### config.mk
export PLATFORM = sky130hd
export DESIGN_NAME = uart_str_sched
export DESIGN_NICKNAME = d
export VERILOG_FILES = /design/src/rtl/uart_str_sched.sv
export SDC_FILE = /design/constraint.sdc
export NUM_CORES = 1
export LEC_CHECK = 0
export BUFFER_PORTS_ARGS = -buffer_cell sky130_fd_sc_hd__buf_4
export CAP_MARGIN = 5
export CORE_MARGIN = 10
export CORE_UTILIZATION = 43
export CTS_CLUSTER_SIZE = 25
export DETAILED_ROUTE_END_ITERATION = 10
export PLACE_DENSITY = 0.69
export RECOVER_POWER = 100
export SETUP_SLACK_MARGIN = 0.02
export SYNTH_ARGS = -nofsm -noshare
export SYNTH_HDL_FRONTEND = slang
export SYNTH_SLANG_ARGS = --single-unit
### constraint.sdc
create_clock -name i_clk -period 1.7 [get_ports i_clk]
set_clock_uncertainty 0.05 [all_clocks]
set_input_delay 0.425 -clock i_clk [delete_from_list [all_inputs] [get_ports i_clk]]
set_output_delay 0.425 -clock i_clk [all_outputs]
set_load 0.02 [all_outputs]
### src/rtl/uart_str_sched.sv
// String scheduler: fetches STR_LEN bytes from an external ROM and streams them to a UART
// transmitter, either on a periodic tick from an interval counter or on an immediate request.
module uart_str_sched #(
  parameter int STR_LEN = 8
) (
  input  logic       i_clk,
  input  logic       i_rst_n,
  input  logic       i_en,
  input  logic       i_send_req,
  input  logic       i_tick,
  output logic       o_timer_start,
  output logic       o_timer_stop,
  output logic [3:0] o_char_addr,
  input  logic [7:0] i_char_data,
  output logic [7:0] o_tx_data,
  output logic       o_tx_valid,
  input  logic       i_tx_ready,
  output logic       o_busy,
  output logic       o_done,
  output logic       o_overrun
);

  localparam logic [3:0] LP_LAST = 4'(STR_LEN - 1);

  typedef enum logic [2:0] {IDLE, ARMED, FETCH, SEND, FINISH} state_t;

  state_t     r_state, w_state_nxt;
  logic [3:0] r_index, w_index_nxt;
  logic [7:0] r_tx_data, w_tx_data_nxt;
  logic       r_from_armed, w_from_armed_nxt;
  logic       r_timer_start, w_timer_start_nxt;
  logic       r_timer_stop, w_timer_stop_nxt;
  logic       r_done, w_done_nxt;
  logic       r_overrun, w_overrun_nxt;
  logic       w_busy;

  assign w_busy = (r_state == FETCH) || (r_state == SEND);

  always_ff @(posedge i_clk or negedge i_rst_n) begin
    if (!i_rst_n) begin
      r_state       <= IDLE;
      r_index       <= 4'd0;
      r_tx_data     <= 8'h00;
      r_from_armed  <= 1'b0;
      r_timer_start <= 1'b0;
      r_timer_stop  <= 1'b0;
      r_done        <= 1'b0;
      r_overrun     <= 1'b0;
    end else begin
      r_state       <= w_state_nxt;
      r_index       <= w_index_nxt;
      r_tx_data     <= w_tx_data_nxt;
      r_from_armed  <= w_from_armed_nxt;
      r_timer_start <= w_timer_start_nxt;
      r_timer_stop  <= w_timer_stop_nxt;
      r_done        <= w_done_nxt;
      r_overrun     <= w_overrun_nxt;
    end
  end

  // Pulse outputs are computed here as next values so they leave the block registered.
  always_comb begin
    w_state_nxt       = r_state;
    w_index_nxt       = r_index;
    w_tx_data_nxt     = r_tx_data;
    w_from_armed_nxt  = r_from_armed;
    w_timer_start_nxt = 1'b0;
    w_timer_stop_nxt  = 1'b0;
    w_done_nxt        = 1'b0;
    w_overrun_nxt     = i_tick & w_busy;

    case (r_state)
      IDLE: begin
        if (i_en) begin
          w_state_nxt       = ARMED;
          w_timer_start_nxt = 1'b1;
        end else if (i_send_req) begin
          w_state_nxt      = FETCH;
          w_index_nxt      = 4'd0;
          w_from_armed_nxt = 1'b0;
        end
      end
      ARMED: begin
        if (!i_en) begin
          w_state_nxt      = IDLE;
          w_timer_stop_nxt = 1'b1;
        end else if (i_tick || i_send_req) begin
          w_state_nxt      = FETCH;
          w_index_nxt      = 4'd0;
          w_from_armed_nxt = 1'b1;
        end
      end
      FETCH: begin
        w_tx_data_nxt = i_char_data;
        w_state_nxt   = SEND;
      end
      SEND: begin
        if (i_tx_ready) begin
          if (r_index != LP_LAST) begin
            w_index_nxt = r_index + 4'd1;
            w_state_nxt = FETCH;
          end else begin
            w_state_nxt = FINISH;
            w_done_nxt  = 1'b1;
          end
        end
      end
      FINISH: begin
        // A stop is only owed to the interval counter if it was running for this string.
        if (i_en) begin
          w_state_nxt = ARMED;
        end else begin
          w_state_nxt      = IDLE;
          w_timer_stop_nxt = r_from_armed;
        end
      end
      default: begin
        w_state_nxt = IDLE;
      end
    endcase
  end

  assign o_char_addr   = r_index;
  assign o_tx_data     = r_tx_data;
  assign o_tx_valid    = (r_state == SEND);
  assign o_busy        = w_busy;
  assign o_done        = r_done;
  assign o_overrun     = r_overrun;
  assign o_timer_start = r_timer_start;
  assign o_timer_stop  = r_timer_stop;

endmodule
==> summary.txt <==
Status
  • Status: finished, final reports clean

Timing
  • Setup TNS: 0 ns
  • Fmax: 611.1 MHz
  • RSZ-0062 raised after global routing: yes
  • Final Hold Violating Endpoints: 0
  • Worst slew pin tran: 0.4886 ns
  • Tmin final: 1.636 ns
  • Period utilisation layout: 96.25%
  • Relative slew slack: 67.43%
  • Fin. max-slew vios: 0
  • Final setup fails: 0

Route
  • DRC Markers: 0
  • Via density: 5.152
  • Routed WL: 2287 µm
  • Vias: 778
  • Drt pass-1 iters: 4
  • WL/cell: 15.15 µm
  • Post-DRT Antenna Nets: 0
  • Drt initial violations: 9

Pwr
  • Total leakage power: 0.0005535 µW
  • Final Total Pwr: 2201 µW
  • Clock share of power: 10.1%
  • P per Cell Area: 1781 mW/mm²
  • Switching power total: 918.6 µW
  • Switching part of the total: 41.73%
  • Share of power burned in registers: 35.6%
  • Peak supply drop: 0.9084 mV
  • Internal power: 1283 µW
  • Combinational share of power: 54.3%

Worst setup path
  • CP Data Arrival Time: 1.77 ns
  • CP Launch Point: o_char_addr[1]
  • End of the worst register-to-register path: o_char_addr[1]
  • R2r startpoint: o_char_addr[1]
  • Largest fanout on the critical path: 4
  • WS Path Type: register to register
  • R2R Setup Slk: 0.06 ns
  • Worst setup EP type: register
  • CP Capture Point: o_char_addr[1]
  • Startpoint Class: register
  • Worst EP required: 1.84 ns
  • Worst reg2reg path depth: 5

Logic synthesis
  • Avg Cell Area, Syn: 11.66 µm²
  • Cells after Synth: 78
  • Synth warn: 0
  • Sequential share of the synthesized area: 55.02%
  • Net count after synthesis: 93
  • EDFF count, synth: 0
  • Async set-reset flop share out of synthesis: 100.0%
  • Post-synthesis cell area: 909.6 µm²
  • Synthesis-stage register bit count: 20
  • Synth unique cells: 30
  • Dominant synthesized flop cell: dfrtp_1

GRT
  • Antenna violations before repair: 0
  • Largest net degree at the start of global routing: 21
  • Grt ovf: 0
  • Vias in the first global route: 792
  • GRT Util Overall: 10.11%
  • First-pass GRT wire length: 3525 µm

Floorplanning
  • DIE AREA: 0.004355 mm²
  • Die height: 66.00 µm
  • Core Area: 0.001982 mm²
  • Starting Density: 45.90%
  • Die Width: 66.00 µm
  • Cell Rows: 16
  • # IOs: 32

Clocking
  • Later-pin clock latency in the skew report: 0.29 ns
  • CTS root buffer: clkbuf_4
  • H-Tree Depth: 1
  • CTS tree: built
  • TritonCTS buffer count: 3
  • Clk sinks: 20
  • Reg clk slew, reported paths: 0.11 ns
  • Clock Tree Buf Depth: 2

Worst hold path
  • Hold path startpoint: i_char_data[2]
  • Hold Path Class: input pin to register

Placement
  • RePlAce Congestion: 0.8133
  • IO buf count: 31

Final layout
  • Synth-to-layout area growth: 35.90%
  • Reg area: 504.2 µm²
  • Fillers: 180
  • Ant diodes: 0
  • Footprint of the multi-input gates: 400.4 µm²
  • Final nets: 140
  • Most frequent cells in the layout: 23 x buf_4, 19 x clkbuf_1, 17 x dfrtp_1, 9 x mux2_1, 7 x nor2_1
  • Layout cell share with drive strength beyond 1: 30.65%
  • Commonest non-fill, non-tap cell in the layout: buf_4

Flow run
  • Max Cap Viol: 0
layout make-up:
type | count | area share, %
clock buffer | 4 | 2.125
inverter | 1 | 0.3036
multi-input combinational | 54 | 32.39
sequential | 20 | 40.79
tap | 27 | 2.733
timing repair buffer | 45 | 21.66
power groups by stage:
| stage | combinational [µW] | clock, µW | sequential (µW) |
|---|---|---|---|
| after floorplan | 540 | 0 | 993 |
| after global placement | 1170 | 0 | 816 |
| after detailed placement | 1200 | 0 | 830 |
| after CTS | 1280 | 231 | 795 |
| after global routing | 1290 | 259 | 802 |
| final | 1200 | 221 | 784 |
how the worst min path moves through the flow:
stage	slack [ns]	end	depth (start not counted)
2_1_floorplan	0.08	o_char_addr[0]	0
3_3_place_gp	0.27	o_tx_data[7]	1
3_5_place_dp	0.27	o_tx_data[7]	1
4_1_cts	0.28	o_timer_stop	2
5_1_grt	0.27	o_tx_data[2]	2
6_report	0.29	o_tx_data[2]	2
per-stage QoR:
step | setup slack (ns) | std cells | hold slack [ns] | util (%) | area [µm²]
final | 0.06368 | 151 | 0.2897 | 62.37 | 1236
after global routing | 0.01133 | 151 | 0.2710 | 62.37 | 1236
after CTS | 0.02956 | 146 | 0.2787 | 64.27 | 1274
after detailed placement | 0.06343 | 139 | 0.2653 | 61.36 | 1216
after global placement | 0.08411 | 139 | 0.2653 | 61.36 | 1216
after floorplan | 0.02868 | 78 | 0.07941 | - | 924.6
metal layers:
metal	vias to the layer above	share of wire, %	global-route usage, %
met1	371	38	10.01
met5	-	0	0
met3	4	13	5.593
met2	34	47	16.30
li1	369	-	-
met4	0	1.4	6.021
worst max-delay path: stages (launching register included):
cell,delay [ns]
dfrtp_2,0.47
ha_4,0.18
nand4b_1,0.11
and4_1,0.24
o22a_4,0.18
mux2_4,0.30
cells by family after synthesis:
family / after synthesis / synth area share [%]
compound gates: 14 / 10.59
fa+ha+maj: 1 / 1.375
buf+inv: 4 / 2.612
flops: 20 / 55.02
mux: 10 / 12.79
simple gates: 29 / 17.61
registers in the layout, summed over array words and instances, names as in the netlist:
name,count
o_char_addr,4
o_tx_data,8
o_timer_start,1
o_done,1
r_state,3
r_from_armed,1
o_timer_stop,1
o_overrun,1
Yosys cell counts, types with 2 or more instances:
cell type	number	area share (%)
dfrtp_1	20	55
mux2_1	9	11
nor2_1	7	2.9
nand2_1	5	2.1
a21oi_1	4	2.2
a31oi_1	3	2.1
and2_1	3	2.1
nor2b_1	2	1.4
nor3_1	2	1.1
nor3b_1	2	1.7
o21ai_0	2	1.1
timing repair:
| item | CTS | global route |
|---|---|---|
| endpoints found under the hold margin | 20 | 0 |
| pin swaps | 0 | 2 |
| hold buffers | 1 | 0 |
| setup buffers | 2 | 5 |
| endpoints found under the setup margin | 2 | 3 |
| resized for setup | 3 | 0 |
Note: power is estimated with default switching activity, not from simulation.
